File: src/rtl/mult_mem_ctrl.sv
// Write sequencer for the 8-word multiplier operand buffer: steers two 4-lane
// groups into the low/high buffer halves and tracks when the full set is resident.
module mult_mem_ctrl #(
  parameter int W     = 32,
  parameter int CNT_W = 16
) (
  input  logic             clk,
  input  logic             rst,
  input  logic             in_valid,
  output logic             in_ready,
  input  logic [W-1:0]     in_wd1,
  input  logic [W-1:0]     in_wd2,
  input  logic [W-1:0]     in_wd3,
  input  logic [W-1:0]     in_wd4,
  input  logic             flush,
  output logic             mem_we,
  output logic             mem_half,
  output logic [W-1:0]     mem_wd1,
  output logic [W-1:0]     mem_wd2,
  output logic [W-1:0]     mem_wd3,
  output logic [W-1:0]     mem_wd4,
  output logic             buf_valid,
  input  logic             rd_ack,
  output logic [CNT_W-1:0] set_count,
  output logic             err_ack
);

  typedef enum logic [1:0] {EMPTY, HALF, FULL} state_t;

  state_t state, state_nx;
  logic   accept;
  logic   set_done;
  logic   ack_ok;

  assign in_ready = (state != FULL) && !flush && !rst;
  assign accept   = in_valid && in_ready;
  // The high-half write lands one edge after its accept; the set is complete then.
  assign set_done = mem_we && mem_half;
  assign ack_ok   = rd_ack && buf_valid;

  always_comb begin
    state_nx = state;
    unique case (state)
      EMPTY:   if (accept) state_nx = HALF;
      HALF:    if (accept) state_nx = FULL;
      FULL:    if (ack_ok) state_nx = EMPTY;
      default: state_nx = EMPTY;
    endcase
  end

  always_ff @(posedge clk) begin
    if (rst) begin
      state     <= EMPTY;
      mem_we    <= 1'b0;
      mem_half  <= 1'b0;
      mem_wd1   <= '0;
      mem_wd2   <= '0;
      mem_wd3   <= '0;
      mem_wd4   <= '0;
      buf_valid <= 1'b0;
      set_count <= '0;
      err_ack   <= 1'b0;
    end else if (flush) begin
      // An in-flight write still commits at this edge; only the bookkeeping is dropped.
      state     <= EMPTY;
      mem_we    <= 1'b0;
      buf_valid <= 1'b0;
    end else begin
      state  <= state_nx;
      mem_we <= accept;
      if (accept) begin
        mem_half <= (state == HALF);
        mem_wd1  <= in_wd1;
        mem_wd2  <= in_wd2;
        mem_wd3  <= in_wd3;
        mem_wd4  <= in_wd4;
      end
      if (set_done) begin
        buf_valid <= 1'b1;
        set_count <= set_count + CNT_W'(1);
      end else if (ack_ok) begin
        buf_valid <= 1'b0;
      end
      if (rd_ack && !buf_valid) err_ack <= 1'b1;
    end
  end

endmodule

File: config.mk
export PLATFORM = sky130hd
export DESIGN_NAME = mult_mem_ctrl
export DESIGN_NICKNAME = d
export VERILOG_FILES = /design/src/rtl/mult_mem_ctrl.sv
export SDC_FILE = /design/constraint.sdc
export NUM_CORES = 1
export LEC_CHECK = 0
export CAP_MARGIN = 20
export CORE_MARGIN = 8
export CORE_UTILIZATION = 33
export CTS_CLUSTER_DIAMETER = 100
export DETAILED_ROUTE_END_ITERATION = 16
export PLACE_DENSITY = 0.69
export SETUP_SLACK_MARGIN = 0.3
export SKIP_LAST_GASP = 1
export SYNTH_ARGS = -nofsm -noshare
export SYNTH_HDL_FRONTEND = slang
export SYNTH_SLANG_ARGS = --single-unit
File: constraint.sdc
create_clock -name clk -period 3.9 [get_ports clk]
set_input_delay 0.975 -clock clk [delete_from_list [all_inputs] [get_ports clk]]
set_output_delay 0.975 -clock clk [all_outputs]
set_load 0.05 [all_outputs]
* Word level (Yosys, flattened, before mapping)
Cells that the tools add are included.
W data, S select, Z words.
** Storage, ports and cells
- Register bits after elaboration :: 150
- Input port bits :: 133
- Output and inout port bits :: 149
** Cells by class
- Add/sub/neg operators :: 1
- Equality and inequality tests :: 6
- Mux-type cells :: 6
- Bitwise gates (word level) :: 1
- Reductions and logical operators :: 16
** Operator list (number)
- $add A16 B1 Y16 const B :: 1
- $ne A2 B2 Y1 const B :: 4
- $logic_and A1 B1 Y1 :: 6
- $mux W2 :: 3
- $pmux W2 S3 :: 1
- $reduce_and A2 Y1 :: 3
- $logic_not A1 Y1 :: 3
- $reduce_and A3 Y1 :: 1
- $eq A2 B1 Y1 const B :: 1
- $eq A2 B2 Y1 const B :: 1
- $logic_not A2 Y1 :: 1
- $mux W1 :: 2
- $reduce_bool A2 Y1 :: 1
- $reduce_or A2 Y1 :: 1
- $not A1 Y1 :: 1

* Logic depth before layout (Yosys ltp)
- Depth after elaboration :: 6
- Mapped depth :: 7

* Worst setup path after synthesis
Ideal clock, no wire load.
- Kind :: input to output
- Start point :: in flush
- End point :: out in_ready
- Arrival :: 1.910 ns
- Path slack :: 1.015 ns
- Cell stages on the path :: 2
- Path buffers :: 0
- Cells stage by stage :: or2_1 -> nor2_1
** On the way
- Longest elaborated chain between the ends :: 3
** Ends and longest elaborated chain
- start, declared :: line 15 : input logic flush,
- $logic_not A1 Y1 :: line 35 : assign in_ready = (state != FULL) && !flush && !rst;
- $logic_and A1 B1 Y1 (2 in a row) :: line 35
- end, declared :: line 10 : output logic in_ready,
Every way passes these cells.

* Final worst setup path
Same ends and word-level chain as after synthesis.

==> flow_summary.toml <==
[timing]
setup_viol = 0
hold_violations = 0
max_freq_mhz = 323
rsz0062_at_grt = "false"
slew_violations = 0
slew_headroom_pct = 37.7
fin_worst_skew_ns = 0.00805
tightest_slew_ns = 0.935
fin_crit_sh_pct = 79.5
period_needed_ns = 3.10
fin_setup_tns_ns = 0

[worst_setup_path]
path_class = "in2out"
cp.arrival_ns = 2.12
setup.worst_path.start_class = "primary input"
cp-end-kind = "primary output"
r2r_slack_ns = 2.08
required_ns = 2.92
cp_max_fo = 6

[power_and_ir_drop]
leakagePower_nw = 3.12
p_seq_share_pct = 40.3
vdd_drop_max_uv = 266
power.switching_mw = 0.922
swShare_pct = 23.2
p_int_mw = 3.05
p_comb_share_pct = 12.8
p_per_area_nw_per_um2 = 444
clkPwrFrac_pct = 46.9

[synthesis]
ys_async_sr_fraction_pct = 0
syn_inst = 668
synth_cell_type_count = 31
yosys_warnings = 0
seq_area_frac_synth_pct = 55.6
netlist_area_um2 = 5400
synth_top_flop_cell = "dfxtp_1"
synth_fp_nets = 802
ys_ff_latch = 150
synth_edf_count = 0
avgSynthCellArea_um2 = 8.09

[cts]
clkTransAtPathRegs_ns = 0.06
cts_max_path_buffers = 2
cts_tree = "done"
ctsHoldBuffers = 0
cts_root_buffer = "clkbuf_16"
cts_resized = 0
postCtsSetupBuffers = 0
worstSkewPairLatency_ns = 0.41
cts_sinks = 150
htree_levels = 4
numCtsBuffers = 17

[die]
initial_core_util_pct = 33.9
fp.coreArea_um2 = 15900
io_pins = 282
die_w_um = 144
rows = 46
die_area_um2 = 20700
die_h_um = 144

[routing]
drt_first_pass_iters = 4
routedWlPerCell_um = 15.4
vias_per_cell = 4.53
drc = 0
drt_iter0_markers = 246
ant_nets = 0
num_vias = 5236
postRouteWirelength_mm = 17.9

[final_layout]
fillerInstances = 1466
areaGrowthSynthToFinish_pct = 65.6
diodes = 0
utilization_pct = 56.1
multi_input_area_um2 = 2110
drive_above_1_share_pct = 4.25
nets = 1062
regArea_um2 = 3000

[global_route]
first_global_vias = 5054
use_met1_pct = 17.5
grtUsageMet3_pct = 7.53
track_usage_pct = 16.5
use_met2_pct = 27.8
grt_start_max_net_pins = 87
grt_pass1_wl_mm = 26.6
busiest_layer = "met2"
overflow = 0
antenna_found_initial = 0

[hold_path]
min-delay-path-class = "reg2reg"

[placed_design]
io_buffers = 281
gpl.final_weighted_congestion = 0.796
dp_hpwl_mm = 12.7

[outcome]
run_status = "complete, no violations"

[job]
maxCapViolations = 0
[cell usage after synthesis, drive strengths merged (2+ instances only)]
master	instances	area [µm²]
inv	3	11.3
o21ai	4	20.0
and4	2	17.5
or3	5	31.3
xnor2	5	43.8
mux2	2	22.5
nand3	6	30.0
nor3	4	20.0
xor2	5	43.8
nor2	16	60.1
dfxtp	150	3000
and3	2	12.5
or2	2	12.5
nand4	3	18.8
nor2b	3	18.8
a21oi	136	681
clkbuf	18	67.6
nand2	265	995
buf	28	218
[registers in the layout (all words and copies together), names as in the netlist]
signal,count
mem_half,1
state,2
set_count,16
err_ack,1
mem_wd3,32
mem_wd4,32
mem_wd2,32
mem_wd1,32
buf_valid,1
mem_we,1
[cells in the final DEF, fill, tap and decap left out, types with 2 or more instances in the layout]
| master | count |
|---|---|
| or2_1 | 2 |
| xnor2_1 | 5 |
| nand3_1 | 6 |
| nor2_1 | 16 |
| inv_1 | 2 |
| nor2b_1 | 3 |
| buf_12 | 2 |
| nor3_1 | 4 |
| nand4_1 | 3 |
| clkbuf_1 | 4 |
| mux2_2 | 2 |
| and4_1 | 2 |
| clkbuf_8 | 3 |
| or3_1 | 4 |
| bufinv_16 | 6 |
| dfxtp_1 | 150 |
| and3_1 | 2 |
| clkbuf_16 | 17 |
| nand2_1 | 265 |
| clkdlybuf4s50_1 | 279 |
| o21ai_0 | 4 |
| a21oi_1 | 136 |
| buf_4 | 6 |
| xor2_1 | 5 |
[per-layer routing]
metal  wire, µm  up-vias
met5          0        -
met4        411        0
met3       1720       22
met2       8770      176
met1       6970     2362
li1           -     2676
[power by group through the flow]
| stage | Clock (mW) | Sequential (mW) | Combinational [mW] |
|---|---|---|---|
| 2_1_floorplan | 0 | 1.79 | 0.111 |
| 3_3_place_gp | 0 | 1.63 | 0.511 |
| 3_5_place_dp | 0 | 1.63 | 0.511 |
| 4_1_cts | 1.91 | 1.60 | 0.513 |
| 5_1_grt | 1.98 | 1.61 | 0.539 |
| 6_report | 1.86 | 1.60 | 0.509 |
[final timing paths]
check,from,end,cells after the start
worst max-delay path,flush,in_ready,4
worst min-delay path,mem_wd2[20],mem_wd2[20],2
worst max register to register,state[1],mem_wd3[24],5
worst min register to register,mem_wd2[20],mem_wd2[20],2
[worst max-delay path, cell delays in order]
cell             delay [ns]
clkdlybuf4s50_1        0.49
or2_1                  0.32
nor2_1                 0.13
buf_4                  0.21
[layout make-up]
cell class,instances,share of cell area (%)
sequential,150,33.6
tap,216,3.02
timing repair buffer,287,32.2
clock inverter,8,2.15
multi-input combinational,469,23.6
inverter,3,0.154
clock buffer,24,5.38
[cell families (layout without fill, tap and decap cells)]
family                   after synthesis  after routing  synth area share (%)
multiplexers                           3              3                 0.602
XOR/XNOR                              10             10                  1.62
adder cells (fa/ha/maj)                1              1                 0.232
AND/OR/NAND/NOR                      314            314                  23.3
AO/OA/AOI/OAI                        141            141                  13.1
flip-flops                           150            150                  55.6
buffers and inverters                 49            322                  5.49
[metrics by stage]
step | cell area [µm²] | setup WS, ns | total power [mW] | cells | hold WS (ns)
after detailed placement | 8270 | 0.803 | 2.15 | 1125 | 0.446
after CTS | 8950 | 0.795 | 4.03 | 1157 | 0.454
after floorplan | 5400 | 1.01 | 1.90 | 668 | 0.426
final | 8950 | 0.801 | 3.97 | 1157 | 0.450
after global placement | 8270 | 0.804 | 2.14 | 1125 | 0.441
after global routing | 8950 | 0.724 | 4.13 | 1157 | 0.467
No activity file was read; power rests on OpenSTA's default activity.
